<file path="src/rtl/dft_wb_stream_adapter_pkg.sv">
// rtl/dft_wb_stream_adapter_pkg.sv - register map, STATUS bit positions and FSM encoding
// Contents:
//   REG_*     word index of each Wishbone register (wb_adr_i[2:0])
//   CTRL_*    CTRL bit positions
//   ST_*      STATUS bit positions
//   state_e   frame sequencer states
package dft_wb_stream_adapter_pkg;

  localparam logic [2:0] REG_CTRL   = 3'd0;
  localparam logic [2:0] REG_STATUS = 3'd1;
  localparam logic [2:0] REG_DIN    = 3'd2;
  localparam logic [2:0] REG_DOUT   = 3'd3;
  localparam logic [2:0] REG_COUNT  = 3'd4;

  localparam int CTRL_START = 0;
  localparam int CTRL_CLEAR = 1;
  localparam int CTRL_IE    = 2;

  localparam int ST_BUSY      = 0;
  localparam int ST_DONE      = 1;
  localparam int ST_IN_FULL   = 2;
  localparam int ST_OUT_EMPTY = 3;
  localparam int ST_BAD_START = 4;
  localparam int ST_OVERRUN   = 5;

  typedef enum logic [2:0] {
    S_IDLE    = 3'd0,
    S_PULSE   = 3'd1,
    S_FEED    = 3'd2,
    S_WAIT    = 3'd3,
    S_CAPTURE = 3'd4
  } state_e;

endpackage

</file>
<file path="src/rtl/dft_wb_stream_adapter_if.sv">
// rtl/dft_wb_stream_adapter_if.sv - Wishbone classic single-beat bus bundle
// Signals (directions as seen from the slave):
//   wb_adr_i/wb_dat_i/wb_sel_i/wb_we_i/wb_cyc_i/wb_stb_i  request
//   wb_dat_o/wb_ack_o/wb_err_o                            response
// Modports: slave (the adapter), master (bus driver).
interface dft_wb_stream_adapter_if #(
  parameter int AW = 30
);
  logic [AW-1:0] wb_adr_i;
  logic [31:0]   wb_dat_i;
  logic [3:0]    wb_sel_i;
  logic          wb_we_i;
  logic          wb_cyc_i;
  logic          wb_stb_i;
  logic [31:0]   wb_dat_o;
  logic          wb_ack_o;
  logic          wb_err_o;

  modport slave (
    input  wb_adr_i, wb_dat_i, wb_sel_i, wb_we_i, wb_cyc_i, wb_stb_i,
    output wb_dat_o, wb_ack_o, wb_err_o
  );

  modport master (
    output wb_adr_i, wb_dat_i, wb_sel_i, wb_we_i, wb_cyc_i, wb_stb_i,
    input  wb_dat_o, wb_ack_o, wb_err_o
  );
endinterface

</file>
<file path="src/rtl/dft_sample_buf.sv">
// rtl/dft_sample_buf.sv - N_PTS x 32 sample buffer, one- or two-word write and read
// Ports:
//   clk, rst_n          clock, asynchronous active-low reset
//   clr                 empty the buffer (pointers to 0)
//   wr_en, wr_two       push wr_data0 (and wr_data1 when wr_two)
//   rd_en, rd_two       pop one word (two when rd_two)
//   rd_data0/1          words at the read pointer and the one after it
//   count, full, empty  occupancy
module dft_sample_buf #(
  parameter  int N_PTS = 64,
  localparam int IW    = $clog2(N_PTS),
  localparam int PW    = IW + 1
) (
  input  logic          clk,
  input  logic          rst_n,
  input  logic          clr,
  input  logic          wr_en,
  input  logic          wr_two,
  input  logic [31:0]   wr_data0,
  input  logic [31:0]   wr_data1,
  input  logic          rd_en,
  input  logic          rd_two,
  output logic [31:0]   rd_data0,
  output logic [31:0]   rd_data1,
  output logic [PW-1:0] count,
  output logic          full,
  output logic          empty
);

  logic [31:0]   mem [N_PTS];
  logic [PW-1:0] wr_ptr;
  logic [PW-1:0] rd_ptr;
  logic [IW-1:0] wr_idx1;
  logic [IW-1:0] rd_idx1;

  // Pointers carry one extra bit so full and empty stay distinct; the
  // difference is the occupancy without a separate counter.
  assign wr_idx1  = wr_ptr[IW-1:0] + IW'(1);
  assign rd_idx1  = rd_ptr[IW-1:0] + IW'(1);
  assign count    = wr_ptr - rd_ptr;
  assign full     = (count == PW'(N_PTS));
  assign empty    = (count == '0);
  assign rd_data0 = mem[rd_ptr[IW-1:0]];
  assign rd_data1 = mem[rd_idx1];

  always_ff @(posedge clk or negedge rst_n) begin
    if (!rst_n) begin
      wr_ptr <= '0;
      rd_ptr <= '0;
    end else if (clr) begin
      wr_ptr <= '0;
      rd_ptr <= '0;
    end else begin
      if (wr_en) wr_ptr <= wr_ptr + (wr_two ? PW'(2) : PW'(1));
      if (rd_en) rd_ptr <= rd_ptr + (rd_two ? PW'(2) : PW'(1));
    end
  end

  always_ff @(posedge clk) begin
    if (wr_en && !clr) begin
      mem[wr_ptr[IW-1:0]] <= wr_data0;
      if (wr_two) mem[wr_idx1] <= wr_data1;
    end
  end

endmodule

</file>
<file path="src/rtl/dft_wb_stream_adapter.sv">
// rtl/dft_wb_stream_adapter.sv - Wishbone slave feeding a frame to a streaming DFT core and capturing its result
// Ports:
//   clk_i, rst_ni                 clock, asynchronous active-low reset
//   wb                            Wishbone slave (registers CTRL/STATUS/DIN/DOUT/COUNT)
//   int_o                         level interrupt, STATUS.done & CTRL.ie
//   dft_next_o, dft_x0_o..x3_o    frame start pulse and two complex samples per cycle to the core
//   dft_next_out_i, dft_y0_i..y3_i output frame start and transformed samples from the core
module dft_wb_stream_adapter
  import dft_wb_stream_adapter_pkg::*;
#(
  parameter int AW    = 30,
  parameter int DW    = 32,
  parameter int N_PTS = 64
) (
  input  logic                          clk_i,
  input  logic                          rst_ni,
  dft_wb_stream_adapter_if.slave        wb,
  output logic                          int_o,
  output logic                          dft_next_o,
  output logic [15:0]                   dft_x0_o,
  output logic [15:0]                   dft_x1_o,
  output logic [15:0]                   dft_x2_o,
  output logic [15:0]                   dft_x3_o,
  input  logic                          dft_next_out_i,
  input  logic [15:0]                   dft_y0_i,
  input  logic [15:0]                   dft_y1_i,
  input  logic [15:0]                   dft_y2_i,
  input  logic [15:0]                   dft_y3_i
);

  localparam int PW     = $clog2(N_PTS) + 1;
  localparam int HALF   = N_PTS / 2;
  localparam int ADR_HI = AW - 1;

  state_e        state, state_nxt;
  logic [PW-1:0] beat, beat_nxt;
  logic          ie, done, bad_start, overrun;
  logic          ack, err;
  logic [DW-1:0] dat, resp_dat, status_word;
  logic          resp_ok;

  logic [31:0]   ib_rd0, ib_rd1, ob_rd0;
  logic [PW-1:0] ib_count, ob_count;
  logic          in_full, out_empty;
  logic [31:0]   unused_ob_rd1;
  logic          unused_ob_full, unused_ib_empty, unused_adr;

  logic [2:0] idx;
  logic       req, sel_ok, ctrl_wr, soft_clr, start_req, busy, start_go, start_bad;
  logic       din_push, dout_pop, status_rd, feed, capture, last_beat, cap_enter;

  assign unused_adr = ^wb.wb_adr_i[ADR_HI:3];

  assign idx       = wb.wb_adr_i[2:0];
  assign req       = wb.wb_cyc_i & wb.wb_stb_i & ~ack & ~err;
  assign sel_ok    = (wb.wb_sel_i == 4'hF);
  assign busy      = (state != S_IDLE);
  assign feed      = (state == S_FEED);
  assign capture   = (state == S_CAPTURE);
  assign last_beat = (beat == PW'(HALF - 1));
  assign cap_enter = (state == S_WAIT) & dft_next_out_i;

  assign ctrl_wr   = req & wb.wb_we_i & sel_ok & (idx == REG_CTRL);
  assign soft_clr  = ctrl_wr & wb.wb_dat_i[CTRL_CLEAR];
  assign start_req = ctrl_wr & wb.wb_dat_i[CTRL_START] & ~wb.wb_dat_i[CTRL_CLEAR];
  assign start_go  = start_req & ~busy & in_full;
  assign start_bad = start_req & ~busy & ~in_full;
  assign status_rd = req & ~wb.wb_we_i & (idx == REG_STATUS);
  assign din_push  = req & resp_ok & wb.wb_we_i & (idx == REG_DIN);
  assign dout_pop  = req & resp_ok & ~wb.wb_we_i & (idx == REG_DOUT);

  always_comb begin
    status_word               = '0;
    status_word[ST_BUSY]      = busy;
    status_word[ST_DONE]      = done;
    status_word[ST_IN_FULL]   = in_full;
    status_word[ST_OUT_EMPTY] = out_empty;
    status_word[ST_BAD_START] = bad_start;
    status_word[ST_OVERRUN]   = overrun;
  end

  // Response decode; read data is forced to zero on writes and errors.
  always_comb begin
    resp_ok  = 1'b0;
    resp_dat = '0;
    case (idx)
      REG_CTRL: begin
        resp_ok           = wb.wb_we_i ? sel_ok : 1'b1;
        resp_dat[CTRL_IE] = ie;
      end
      REG_STATUS: begin
        resp_ok  = ~wb.wb_we_i;
        resp_dat = status_word;
      end
      REG_DIN:   resp_ok = wb.wb_we_i & sel_ok & ~in_full & ~busy;
      REG_DOUT: begin
        resp_ok  = ~wb.wb_we_i & ~out_empty & ~capture;
        resp_dat = ob_rd0;
      end
      REG_COUNT: begin
        resp_ok  = ~wb.wb_we_i;
        resp_dat = {16'(ob_count), 16'(ib_count)};
      end
      default: resp_ok = 1'b0;
    endcase
    if (!resp_ok || wb.wb_we_i) resp_dat = '0;
  end

  always_ff @(posedge clk_i or negedge rst_ni) begin
    if (!rst_ni) begin
      ack <= 1'b0;
      err <= 1'b0;
      dat <= '0;
    end else begin
      ack <= req & resp_ok;
      err <= req & ~resp_ok;
      dat <= req ? resp_dat : '0;
    end
  end

  assign wb.wb_ack_o = ack;
  assign wb.wb_err_o = err;
  assign wb.wb_dat_o = dat;

  // A CTRL write carrying the clear bit leaves ie untouched so software can
  // recover the datapath without re-arming the interrupt.
  always_ff @(posedge clk_i or negedge rst_ni) begin
    if (!rst_ni) begin
      ie        <= 1'b0;
      done      <= 1'b0;
      bad_start <= 1'b0;
      overrun   <= 1'b0;
    end else if (soft_clr) begin
      done      <= 1'b0;
      bad_start <= 1'b0;
      overrun   <= 1'b0;
    end else begin
      if (ctrl_wr) ie <= wb.wb_dat_i[CTRL_IE];
      if (status_rd) begin
        done      <= 1'b0;
        bad_start <= 1'b0;
        overrun   <= 1'b0;
      end
      if (start_bad) bad_start <= 1'b1;
      if (capture && last_beat) done <= 1'b1;
      if (dft_next_out_i && state != S_WAIT) overrun <= 1'b1;
    end
  end

  always_ff @(posedge clk_i or negedge rst_ni) begin
    if (!rst_ni) begin
      state <= S_IDLE;
      beat  <= '0;
    end else begin
      state <= state_nxt;
      beat  <= beat_nxt;
    end
  end

  // beat is zero on entry to FEED and CAPTURE and counts their HALF cycles.
  always_comb begin
    state_nxt = state;
    beat_nxt  = beat;
    case (state)
      S_IDLE:  if (start_go) state_nxt = S_PULSE;
      S_PULSE: begin
        state_nxt = S_FEED;
        beat_nxt  = '0;
      end
      S_FEED: begin
        if (last_beat) begin
          state_nxt = S_WAIT;
          beat_nxt  = '0;
        end else begin
          beat_nxt = beat + PW'(1);
        end
      end
      S_WAIT: if (dft_next_out_i) state_nxt = S_CAPTURE;
      S_CAPTURE: begin
        if (last_beat) begin
          state_nxt = S_IDLE;
          beat_nxt  = '0;
        end else begin
          beat_nxt = beat + PW'(1);
        end
      end
      default: state_nxt = S_IDLE;
    endcase
    if (soft_clr) begin
      state_nxt = S_IDLE;
      beat_nxt  = '0;
    end
  end

  assign dft_next_o = (state == S_PULSE);
  assign dft_x0_o   = feed ? ib_rd0[15:0]  : 16'h0;
  assign dft_x1_o   = feed ? ib_rd0[31:16] : 16'h0;
  assign dft_x2_o   = feed ? ib_rd1[15:0]  : 16'h0;
  assign dft_x3_o   = feed ? ib_rd1[31:16] : 16'h0;
  assign int_o      = done & ie;

  dft_sample_buf #(.N_PTS(N_PTS)) u_in_buf (
    .clk      (clk_i),
    .rst_n    (rst_ni),
    .clr      (soft_clr),
    .wr_en    (din_push),
    .wr_two   (1'b0),
    .wr_data0 (wb.wb_dat_i),
    .wr_data1 (32'h0),
    .rd_en    (feed),
    .rd_two   (1'b1),
    .rd_data0 (ib_rd0),
    .rd_data1 (ib_rd1),
    .count    (ib_count),
    .full     (in_full),
    .empty    (unused_ib_empty)
  );

  dft_sample_buf #(.N_PTS(N_PTS)) u_out_buf (
    .clk      (clk_i),
    .rst_n    (rst_ni),
    .clr      (soft_clr | cap_enter),
    .wr_en    (capture),
    .wr_two   (1'b1),
    .wr_data0 ({dft_y1_i, dft_y0_i}),
    .wr_data1 ({dft_y3_i, dft_y2_i}),
    .rd_en    (dout_pop),
    .rd_two   (1'b0),
    .rd_data0 (ob_rd0),
    .rd_data1 (unused_ob_rd1),
    .count    (ob_count),
    .full     (unused_ob_full),
    .empty    (out_empty)
  );

endmodule

</file>
<file path="src/flat_wrapper.sv">
// flat-port wrapper written by rule: the top's interface ports become plain ports
module dft_wb_stream_adapter_flat import dft_wb_stream_adapter_pkg::*;
#(
  parameter int AW    = 30,
  parameter int DW    = 32,
  parameter int N_PTS = 64
)
  (clk_i, rst_ni, int_o, dft_next_o, dft_x0_o, dft_x1_o, dft_x2_o, dft_x3_o, dft_next_out_i, dft_y0_i, dft_y1_i, dft_y2_i, dft_y3_i, wb_wb_adr_i, wb_wb_dat_i, wb_wb_sel_i, wb_wb_we_i, wb_wb_cyc_i, wb_wb_stb_i, wb_wb_dat_o, wb_wb_ack_o, wb_wb_err_o);
  dft_wb_stream_adapter_if #(.AW(AW)) wb_i ();
  input  logic clk_i;
  input  logic rst_ni;
  output logic int_o;
  output logic dft_next_o;
  output logic [15:0] dft_x0_o;
  output logic [15:0] dft_x1_o;
  output logic [15:0] dft_x2_o;
  output logic [15:0] dft_x3_o;
  input  logic dft_next_out_i;
  input  logic [15:0] dft_y0_i;
  input  logic [15:0] dft_y1_i;
  input  logic [15:0] dft_y2_i;
  input  logic [15:0] dft_y3_i;
  input wire logic [$bits(wb_i.wb_adr_i)-1:0] wb_wb_adr_i;
  input wire logic [$bits(wb_i.wb_dat_i)-1:0] wb_wb_dat_i;
  input wire logic [$bits(wb_i.wb_sel_i)-1:0] wb_wb_sel_i;
  input wire logic [$bits(wb_i.wb_we_i)-1:0] wb_wb_we_i;
  input wire logic [$bits(wb_i.wb_cyc_i)-1:0] wb_wb_cyc_i;
  input wire logic [$bits(wb_i.wb_stb_i)-1:0] wb_wb_stb_i;
  output wire logic [$bits(wb_i.wb_dat_o)-1:0] wb_wb_dat_o;
  output wire logic [$bits(wb_i.wb_ack_o)-1:0] wb_wb_ack_o;
  output wire logic [$bits(wb_i.wb_err_o)-1:0] wb_wb_err_o;
  assign wb_i.wb_adr_i = wb_wb_adr_i;
  assign wb_i.wb_dat_i = wb_wb_dat_i;
  assign wb_i.wb_sel_i = wb_wb_sel_i;
  assign wb_i.wb_we_i = wb_wb_we_i;
  assign wb_i.wb_cyc_i = wb_wb_cyc_i;
  assign wb_i.wb_stb_i = wb_wb_stb_i;
  assign wb_wb_dat_o = wb_i.wb_dat_o;
  assign wb_wb_ack_o = wb_i.wb_ack_o;
  assign wb_wb_err_o = wb_i.wb_err_o;
  dft_wb_stream_adapter #(.AW(AW), .DW(DW), .N_PTS(N_PTS)) u_core (.clk_i(clk_i), .rst_ni(rst_ni), .wb(wb_i), .int_o(int_o), .dft_next_o(dft_next_o), .dft_x0_o(dft_x0_o), .dft_x1_o(dft_x1_o), .dft_x2_o(dft_x2_o), .dft_x3_o(dft_x3_o), .dft_next_out_i(dft_next_out_i), .dft_y0_i(dft_y0_i), .dft_y1_i(dft_y1_i), .dft_y2_i(dft_y2_i), .dft_y3_i(dft_y3_i));
endmodule
</file>
<file path="config.mk">
export PLATFORM = sky130hd
export DESIGN_NAME = dft_wb_stream_adapter_flat
export DESIGN_NICKNAME = d
export VERILOG_FILES = /design/src/rtl/dft_wb_stream_adapter_pkg.sv /design/src/rtl/dft_wb_stream_adapter_if.sv /design/src/rtl/dft_sample_buf.sv /design/src/rtl/dft_wb_stream_adapter.sv /design/src/flat_wrapper.sv
export SDC_FILE = /design/constraint.sdc
export NUM_CORES = 2
export LEC_CHECK = 0
export BUFFER_PORTS_ARGS = -buffer_cell sky130_fd_sc_hd__buf_2
export CAP_MARGIN = 20
export CORE_MARGIN = 3
export CORE_UTILIZATION = 35
export CTS_BUF_LIST = sky130_fd_sc_hd__clkbuf_4 sky130_fd_sc_hd__clkbuf_8 sky130_fd_sc_hd__clkbuf_16
export DETAILED_ROUTE_END_ITERATION = 6
export PLACE_DENSITY = 0.6
export SLEW_MARGIN = 20
export SYNTH_ARGS = -nofsm -noshare
export SYNTH_HDL_FRONTEND = slang
export SYNTH_SLANG_ARGS = --single-unit
export TNS_END_PERCENT = 1
</file>
<file path="constraint.sdc">
create_clock -name clk_i -period 8.25 [get_ports clk_i]
set_clock_uncertainty 0.2 [all_clocks]
set_input_delay 0.825 -clock clk_i [delete_from_list [all_inputs] [get_ports clk_i]]
set_output_delay 0.825 -clock clk_i [all_outputs]
set_load 0.02 [all_outputs]
</file>
==> summary.md <==
| Metric | Value |
|---|---|
| Worst min-delay path class | input port to register |
| Port bufs | 208 |
| Number of DRC markers in iteration 0 | approximately 10,000 |
| Count of endpoints failing hold in the final timing report | 0 |
| Largest buffer count on any clock path | 4 |
| Status | completed |
| Worst supply voltage drop on vdd | 0.293 mV |
| Gp weighted congestion | between 0.8 and 0.9 |
| Die width | 708 um |
| CTS Buf Count | between 400 and 500 |
| Number of slew-limit violations in the final report | 0 |
| Synth warnings | 0 |
| Gate count after technology mapping | 8,065 |
| Total number of clock tree sinks | 4,170 |
| CTS tree | yes |
| DRT antenna net count | 0 |
| Fin worst setup slack | between 1.5 and 2 ns |
| RSZ-0062 raised after global routing | false |
| Remaining global-route overflow | 0 |
| Global-route wire length before repair | 653 mm |
| Post-route fraction of the period consumed by the critical path | between 80% and 90% |
| Final total negative setup slack | 0 ns |
| Setup Buffers After CTS | 0 |
| Post-synth top area share | a little over 70% |
| Maximum frequency from static timing analysis | around 0.15 GHz |
| Top cell type by total area after synthesis | edfxtp_1 |
| Share of total power in sequential cells | 45.1% |
| Die area | approximately 0.50 sq mm |
| Post-synthesis cell type count | 67 |
| Required time of the worst setup path | just over 7 ns |
| Number of hold buffers added after cts | 2 |
| Summed instance area of the synthesized netlist | around 0.17 sq mm |
| Clk slew on worst S/H paths | approximately 0.060 ns |
| Clock Power Share | a little over a third |
| Via count of the first global-routing pass | 86,000 |
| Finished Core Util | 39.9% |
| Share of the yosys chip area belonging to registers | 72.4% |
| Fraction of final layout cells sized beyond drive strength 1 | 41.3% |
| Boundary Pins | approximately 240 |
| Final std cell area, no fill | 0.196 sq mm |
| Average detailed-routed wire length per instance | between 30 and 40 um |
| Leakage power of the design | 59.7 nW |
| Slew headroom | 21.9% |
| Post-CTS Resized | 0 |
| Setup slack of the worst register-to-register path | roughly 2.1 ns |
| Placeable core region | just under 0.5 sq mm |
| Residual DRC count | 0 |
| Leading post-synthesis cells by cell area | edfxtp_1, mux4_2, mux2_2, dfrtp_1, clkbuf_1 |
| Pre-CTS WS | 2.18 ns |
| Worst hold slack | around 0.13 ns |
| Internal power summed over all cells | approximately 39 mW |
| Vias post-DR | 84,500 |
| Logic pwr share | around a fifth |
| Commonest cells post-synth | edfxtp_1, mux4_2, mux2_2 |
| Area growth, synth to finish | 13.3% |
| Clock Latency Late Sink | about 0.9 ns |
| Maximum capacitance violations | 0 |
| Post-Synthesis Mean Instance Area | between 20 and 25 sq um |
| Die boundary height | 708 um |
| H-tree Lvls | 5 |
| Worst path arrival time | 5.62 ns |
| Count of state elements after synthesis | roughly 4,200 |
| Worst Max-Slew Pin Slew | between 1 and 1.5 ns |
| Async set-or-reset flop fraction in the synthesized netlist | about 1.8% |
| Placement-stage cell area | 0.182 sq mm |
| Row cnt | 257 |
| Top-count cell post-synth | edfxtp_1 |
| Maximum number of pins on one net before global-route repair | about 160 |
| Number of antenna violations at the first check in global routing | 64 |
| Final net count | around 8,400 |
| Setup Crit Path Kind | register to output pin |
| Post-Route WL | between 400 and 500 mm |
| Setup crit end kind | output pin |
| Number of flops mapped to enable cells by yosys | between 4,000 and 5,000 |
| DRT Pass-1 Iters | 6 |
| Switch share | roughly a quarter |
| Nets in the synthesized netlist | 8,223 |
| Initial standard-cell utilization of the core | a little over a third |
| Clock root cell | clkbuf_16 |
| Detail Placement HPWL | around 260 mm |
| Largest fanout on the critical path | slightly above 70 |
| Final Setup Violations | 0 |
| Crit start category | register |
| Post-layout min period | about 6.6 ns |
| Pwr per Cell Area | approximately 270 mW/mm^2 |
| Main flop type after synthesis | edfxtp_1 |
| Routed vias/inst | 5.61 |
| Net switching power | 13.8 mW |
| Total global routing track utilization | between 10% and 20% |
## routing by layer
layer  up-vias  share of wire, %  wire, um  global-route usage (%)
met2      3486                48    222000                    29.2
met4        48               3.0     13700                    4.93
met5         -             0.064       297                       0
met3       771               8.5     39200                    3.91
li1      34000                 -         -                       -
met1     46200                40    187000                    24.8
## through the flow
stage	power [mW]	instances
after global routing	54.2	15000
after detailed placement	34.4	14300
after global placement	34.3	14300
after floorplan	31.0	8065
final	52.4	15000
after CTS	52.8	15000
## state kept, by name (all words and copies together), names as in the netlist
name / count
u_core.bad_start: 1
u_core.beat: 7
u_core.done: 1
u_core.ie: 1
u_core.overrun: 1
u_core.state: 3
u_core.u_in_buf.mem: 2048
u_core.u_in_buf.rd_ptr: 6
u_core.u_in_buf.wr_ptr: 7
u_core.u_out_buf.mem: 2048
u_core.u_out_buf.rd_ptr: 7
u_core.u_out_buf.wr_ptr: 6
u_core.wb.wb_ack_o: 1
u_core.wb.wb_dat_o: 32
u_core.wb.wb_err_o: 1
## cells by family after synthesis
family / Yosys count / share of synthesized area, %
AO/OA/AOI/OAI: 218 / 0.774
multiplexers: 2320 / 23.4
AND/OR/NAND/NOR: 600 / 1.52
flip-flops: 4170 / 72.4
XOR/XNOR: 22 / 0.112
buffers and inverters: 712 / 1.69
adder cells (fa/ha/maj): 22 / 0.168
other: 1 / 0.00217
## power groups by stage
| stage | registers (mW) | clock network, mW | logic, mW |
|---|---|---|---|
| floorplan | 23.8 | 0 | 7.18 |
| global placement | 24.1 | 0 | 10.2 |
| detailed placement | 24.1 | 0 | 10.3 |
| CTS | 23.6 | 18.9 | 10.3 |
| global route | 23.6 | 19.7 | 10.9 |
| finish | 23.6 | 18.5 | 10.2 |
## worst max-delay path, stage by stage, from the launching register on
cell and delay [ns]:
dfrtp_4 1.03, buf_4 0.96, buf_4 0.87, mux4_2 0.42, mux4_2 0.49, nand2_1 0.24
a21oi_1 0.24, buf_2 0.27
## area by class of cell
cell class / count / area [sq um]
inverter: 24 / 111
fill: 43000 / 295000
clock buffer: 493 / 11000
clock inverter: 241 / 2180
antenna: 24 / 60.1
sequential: 4170 / 125000
timing repair buffer: 439 / 3410
multi-input combinational: 3183 / 45800
tap: 6475 / 8100
## path summary, 6_finish.rpt
path                                            start                            to  cells after the start
setup / recovery            u_core.u_in_buf.rd_ptr[2]                   dft_x3_o[8]                      7
hold / removal                            dft_y1_i[1]  u_core.u_out_buf.mem[40][17]                      1
setup reg to reg           u_core.u_out_buf.rd_ptr[4]     u_core.u_in_buf.mem[1][6]                     10
hold reg to reg             u_core.u_in_buf.wr_ptr[6]     u_core.u_in_buf.wr_ptr[6]                      1
max in group asynchronous                      rst_ni     u_core.u_in_buf.rd_ptr[2]                      3
min in group asynchronous                      rst_ni        u_core.wb.wb_dat_o[29]                      2
## cells in the final DEF (no fill, tap or decap), drive strengths merged, types with 6 or more instances in the layout
cell type,n
mux2i,27
mux4,1266
clkinvlp,10
a21oi,106
nor2,211
nand2,253
or2,6
inv,36
nand4,9
or3,15
xnor2,11
ha,20
mux2,1027
xor2,11
buf,437
dfrtp,74
diode,24
and3,24
clkbuf,493
a211oi,22
bufinv,37
a31oi,7
o21ai,30
clkinv,182
o22ai,12
a22oi,10
nor3,17
nand3,22
edfxtp,4096
or4,7
a311oi,6
No activity file was read; power rests on OpenSTA's default activity.
